File: src/rtl/signed_shift_pkg.sv
// Shared defaults, frame-sizing helpers and the canonical pipeline stage layout
// for the signed alignment shifter.
package signed_shift_pkg;

  localparam int IN_W_DEF    = 4;
  localparam int SHIFT_W_DEF = 4;
  localparam int OUT_W_DEF   = 9;
  localparam int BIAS_DEF    = 4;

  // Bit position of the significand LSB at the most negative shift.
  function automatic int e_min(input int in_w, input int shift_w, input int bias);
    return bias - (in_w - 1) - (1 << (shift_w - 1));
  endfunction

  // Guard bits kept below output position 0 so sticky sees every shifted-out one.
  function automatic int frac_w(input int in_w, input int shift_w, input int bias);
    int lo;
    lo = e_min(in_w, shift_w, bias);
    return (lo < 0) ? -lo : 0;
  endfunction

  localparam int DATA_W_DEF = frac_w(IN_W_DEF, SHIFT_W_DEF, BIAS_DEF) + OUT_W_DEF;

  typedef struct packed {
    logic                   valid;
    logic [DATA_W_DEF-1:0]  data;
    logic [SHIFT_W_DEF-1:0] shift;
    logic                   ovf;
    logic                   sticky;
    logic                   sat;
  } stage_t;

endpackage

File: src/rtl/signed_shift_stage.sv
// One registered barrel stage: conditionally shifts the frame left by 2**BIT,
// folds bits pushed off the top into ovf and re-derives sticky from the guard bits.
module signed_shift_stage
  import signed_shift_pkg::*;
#(
  parameter type stage_t = signed_shift_pkg::stage_t,
  parameter int  D_W     = DATA_W_DEF,
  parameter int  FRAC_W  = frac_w(IN_W_DEF, SHIFT_W_DEF, BIAS_DEF),
  parameter int  BIT     = 0
) (
  input  logic   clk,
  input  logic   rst,
  input  logic   en,
  input  stage_t in_st,
  output stage_t out_st
);

  localparam int AMT = 1 << BIT;
  localparam logic [D_W-1:0] FRAC_MASK = {D_W{1'b1}} >> (D_W - FRAC_W);

  logic [D_W+AMT-1:0] wide;
  stage_t             nxt;

  // NOTE: combinational blocks assign every output a default first so no latch is inferred.
  always_comb begin
    nxt  = in_st;
    wide = {{AMT{1'b0}}, in_st.data};
    if (in_st.shift[BIT]) wide = wide << AMT;
    nxt.data   = wide[D_W-1:0];
    nxt.ovf    = in_st.ovf | (|wide[D_W+AMT-1:D_W]);
    nxt.sticky = |(wide[D_W-1:0] & FRAC_MASK);
  end

  // NOTE: state uses non-blocking assignments; data is reset too so out_data reads 0 after reset.
  always_ff @(posedge clk) begin
    if (rst)     out_st <= '0;
    else if (en) out_st <= nxt;
  end

endmodule

File: src/rtl/signed_align_shifter.sv
// Pipelined signed alignment shifter: places in_sig * 2**(in_shift + BIAS - (IN_W-1))
// into an OUT_W window with overflow, sticky and optional saturation, under a global stall.
module signed_align_shifter
  import signed_shift_pkg::*;
#(
  parameter int IN_W    = IN_W_DEF,
  parameter int SHIFT_W = SHIFT_W_DEF,
  parameter int OUT_W   = OUT_W_DEF,
  parameter int BIAS    = BIAS_DEF
) (
  input  logic               clk,
  input  logic               rst,
  input  logic               in_valid,
  output logic               in_ready,
  input  logic [IN_W-1:0]    in_sig,
  input  logic [SHIFT_W-1:0] in_shift,
  input  logic               in_sat,
  output logic               out_valid,
  input  logic               out_ready,
  output logic [OUT_W-1:0]   out_data,
  output logic               out_ovf,
  output logic               out_sticky
);

  // The frame starts at the most negative shift, so the biased shift only ever moves bits up:
  // anything leaving the top is overflow for good, and guard bits cover the lowest placement.
  localparam int FRAC_W = frac_w(IN_W, SHIFT_W, BIAS);
  localparam int D_W    = FRAC_W + OUT_W;
  localparam int OFF    = e_min(IN_W, SHIFT_W, BIAS) + FRAC_W;
  localparam int P_W    = D_W + IN_W + OFF;
  localparam logic [D_W-1:0]     FRAC_MASK  = {D_W{1'b1}} >> (D_W - FRAC_W);
  localparam logic [SHIFT_W-1:0] SHIFT_FLIP = {1'b1, {(SHIFT_W-1){1'b0}}};

  // Same layout as signed_shift_pkg::stage_t, sized by this instance's parameters.
  typedef struct packed {
    logic               valid;
    logic [D_W-1:0]     data;
    logic [SHIFT_W-1:0] shift;
    logic               ovf;
    logic               sticky;
    logic               sat;
  } frame_t;

  frame_t         st [SHIFT_W+1];
  frame_t         st0_nxt;
  logic [P_W-1:0] placed;
  logic           en;
  logic           unused_tail;

  assign en       = !st[SHIFT_W].valid | out_ready;
  assign in_ready = en;

  always_comb begin
    placed         = P_W'(in_sig) << OFF;
    st0_nxt.valid  = in_valid;
    st0_nxt.data   = placed[D_W-1:0];
    st0_nxt.shift  = in_shift ^ SHIFT_FLIP;
    st0_nxt.ovf    = |placed[P_W-1:D_W];
    st0_nxt.sticky = |(placed[D_W-1:0] & FRAC_MASK);
    st0_nxt.sat    = in_sat;
  end

  always_ff @(posedge clk) begin
    if (rst)     st[0] <= '0;
    else if (en) st[0] <= st0_nxt;
  end

  for (genvar k = 1; k <= SHIFT_W; k++) begin : g_stage
    signed_shift_stage #(
      .stage_t (frame_t),
      .D_W     (D_W),
      .FRAC_W  (FRAC_W),
      .BIT     (k - 1)
    ) u_stage (
      .clk    (clk),
      .rst    (rst),
      .en     (en),
      .in_st  (st[k-1]),
      .out_st (st[k])
    );
  end

  assign out_valid   = st[SHIFT_W].valid;
  assign out_ovf     = st[SHIFT_W].ovf;
  assign out_sticky  = st[SHIFT_W].sticky;
  assign out_data    = (st[SHIFT_W].ovf && st[SHIFT_W].sat) ? {OUT_W{1'b1}}
                                                            : st[SHIFT_W].data[D_W-1:FRAC_W];
  // Spent shift bits and guard bits of the last stage have no consumer.
  assign unused_tail = ^st[SHIFT_W];

endmodule
File: config.mk
export PLATFORM = sky130hd
export DESIGN_NAME = signed_align_shifter
export DESIGN_NICKNAME = d
export VERILOG_FILES = /design/src/rtl/signed_shift_pkg.sv /design/src/rtl/signed_shift_stage.sv /design/src/rtl/signed_align_shifter.sv
export SDC_FILE = /design/constraint.sdc
export NUM_CORES = 1
export LEC_CHECK = 0
export CORE_AREA = 2 2 68 70
export DETAILED_ROUTE_END_ITERATION = 10
export DIE_AREA = 0 0 70 72
export PLACE_DENSITY = 0.75
export SLEW_MARGIN = 10
export SYNTH_ARGS = -nofsm -noshare
export SYNTH_HDL_FRONTEND = slang
export SYNTH_SLANG_ARGS = --single-unit
File: constraint.sdc
create_clock -name clk -period 1.44 [get_ports clk]
set_input_delay 0.288 -clock clk [delete_from_list [all_inputs] [get_ports clk]]
set_output_delay 0.288 -clock clk [all_outputs]
set_load 0.005 [all_outputs]
==> impl_metrics.toml <==
[run_status]
status = "complete, no violations"

[placed_design]
dpl.hpwl_mm = 2.73
portBuffers = 25
gp_routability_congestion = 0.702
place_ws_ns = -0.224

[power]
power_mw = 3.18
p_per_area_nw_per_um2 = 1150
p_leak_nw = 1.10
ir_drop_v = 0.000824

[finish]
drive_gt1_frac = 0.128
nets = 304
diodes = 0
area.sequential_um2 = 1160
fin_util = 0.650
syn_to_final_growth_pct = 23.0
multi_input_area_um2 = 991
fill_cells = 348

[floorplan]
io_pins = 26
core_area_um2 = 4260
die_area_um2 = 5040
chipHeight_um = 72
initial_utilization = 0.528
fp.dieW_um = 70
num_rows = 24

[worst_setup_path]
worst_setup_path_start_kind = "register"
reg2reg_depth = 3
path_class = "reg -> out"
reg2reg_from = "g_stage[3].u_stage.out_st[10]"
crit_required_ns = 1.15
worst_r2r_endpoint = "g_stage[4].u_stage.out_st[1]"
cp-end-kind = "primary output"
regToRegSetupSlack_ns = 0.16
cp.arrival_ns = 1.09
path_max_fanout = 2

[sta]
max_freq_mhz = 723
rsz0062_at_grt = "yes"
max_slew_margin = 0.727
setup_violations = 0
tightestPinTransition_ns = 0.410
fin_crit_sh = 0.960
final.setup.tns_ns = 0
slew_violations = 0
finClkSkew_ns = 0.00404
post-route-min-period_ns = 1.38
finalWorstSetupSlack_ns = 0.0571
hold_violations = 0

[grt]
grt_max_degree = 31
gr-total-overflow = 0
first_global_vias = 1753
grtUsageTotal = 0.190
grt_pass1_wl_mm = 7.52
antenna_found_initial = 0

[synthesis]
synth_cell_types = 18
synth.most_common_cell = "nand2_1"
yosysWarnings = 0
synth_area_leaders = "dfxtp_1, nand2_1, a21oi_1, mux2i_1, a211oi_1"
synth_edf_count = 0
synth_commonest_cells = "nand2_1, dfxtp_1, a21oi_1"
netlist_instances = 266
yosys.area.top_type_share = 0.516
ys_ff_latch = 58
yosysTopAreaCell = "dfxtp_1"
synth-seq-area-share = 0.516
netlist_area_um2 = 2250
synth_fp_nets = 279
synth_top_flop_cell = "dfxtp_1"
avgSynthCellArea_um2 = 8.47
async_flop_share = 0

[drt]
drtIter0Drc = 70
dr_total_vias = 1817
via_per_inst = 5.22
drt_wl_total_mm = 4.17
dr.pass1.iters = 4
routedWlPerCell_um = 12.0
ant_nets = 0
drc = 0

[min_path]
min_path_cells = 2
hold_path.class = "in -> reg"
min_from = "rst"
whs_endpoint = "g_stage[2].u_stage.out_st[6]"

[clocking]
cts.path.max_buffers = 2
cts_root_buffer = "clkbuf_8"
cts.hold.buffers_added = 0
cts.htree.levels = 3
clk_pin_slew_ns = 0.06
cts_tree = "yes"
clock-sinks = 58
numCtsBuffers = 9
clk_latency_ns = 0.33

[job]
drv_cap = 0
## cell usage in the layout (no fill, tap or decap)
master / netlist / routed
nand2_4: 0 / 1
clkinv_2: 0 / 2
mux2i_1: 12 / 12
nor2_1: 15 / 15
nand2_1: 66 / 65
clkdlybuf4s50_1: 0 / 10
nand2b_1: 9 / 8
dfxtp_1: 58 / 55
nand3_1: 12 / 12
nand3b_1: 9 / 9
clkbuf_8: 0 / 12
dfxtp_2: 0 / 3
buf_12: 0 / 4
or4_4: 1 / 1
nand2b_4: 0 / 1
a21oi_1: 43 / 43
a211oi_1: 13 / 13
o41ai_1: 1 / 1
inv_2: 1 / 1
clkbuf_1: 7 / 2
buf_4: 5 / 8
o311ai_1: 1 / 1
dlygate4sd2_1: 0 / 10
nor2b_4: 0 / 1
buf_2: 11 / 3
nor4_2: 1 / 1
clkdlybuf4s15_1: 0 / 2
## timing repair
item                       in CTS  in global routing
setup endpoints to repair      13                 12
pin swaps                       1                  1
resized for setup              25                  4
cloned                          0                  0
buffers inserted                2                  0
## flip-flops by register name, indices dropped and copies added, names as in the netlist
name and flops:
st 10, g_stage.u_stage.out_st 48
## power breakdown
| part | leakage (nW) | switching, mW | internal (mW) |
|---|---|---|---|
| logic | 0.530 | 0.0653 | 0.0756 |
| clock network | 0.0965 | 0.595 | 0.760 |
| registers | 0.474 | 0.0334 | 1.65 |
## final cells by class
type,instances,area share
inverter,1,0.00136
clock buffer,14,0.0623
sequential,58,0.421
timing repair buffer,37,0.131
tap,52,0.0235
multi-input combinational,184,0.358
clock inverter,2,0.00361
## metrics by stage
stage | area [um^2] | hold slack (ns) | cells
after floorplan | 2250 | 0.384 | 266
after global placement | 2580 | 0.437 | 331
after detailed placement | 2580 | 0.440 | 331
after CTS | 2770 | 0.234 | 349
after global routing | 2770 | 0.244 | 348
final | 2770 | 0.249 | 348
## critical path, stage by stage, from the launching register on
cell and delay, ns:
dfxtp_2 0.32, nor2b_4 0.15, inv_2 0.04, dlygate4sd2_1 0.25
## cell families (layout without fill, tap and decap cells)
logic type      after synthesis  in the layout  share of synthesized area
compound gates               58             58                      0.147
mux                          12             12                     0.0533
flops                        58             58                      0.516
buf+inv                      24             54                     0.0544
simple gates                114            114                      0.230
## routing by layer
| layer | vias to the layer above | wire length [um] | GRT usage |
|---|---|---|---|
| li1 | 952 | - | - |
| met1 | 829 | 1970 | 0.212 |
| met2 | 28 | 1950 | 0.326 |
| met3 | 8 | 151 | 0.0625 |
| met4 | 0 | 96 | 0.0962 |
| met5 | - | 0 | 0 |
## how the worst max path moves through the flow
stage / to / startpoint / cells after the start
6_report: in_ready / g_stage[4].u_stage.out_st[23] / 3
5_1_grt: out_data[5] / g_stage[4].u_stage.out_st[2] / 4
4_1_cts: in_ready / g_stage[4].u_stage.out_st[23] / 3
3_5_place_dp: st[99] / out_ready / 6
3_3_place_gp: in_ready / out_ready / 4
2_1_floorplan: g_stage[4].u_stage.out_st[1] / g_stage[3].u_stage.out_st[10] / 3
Power figures use the tool's default switching activity.
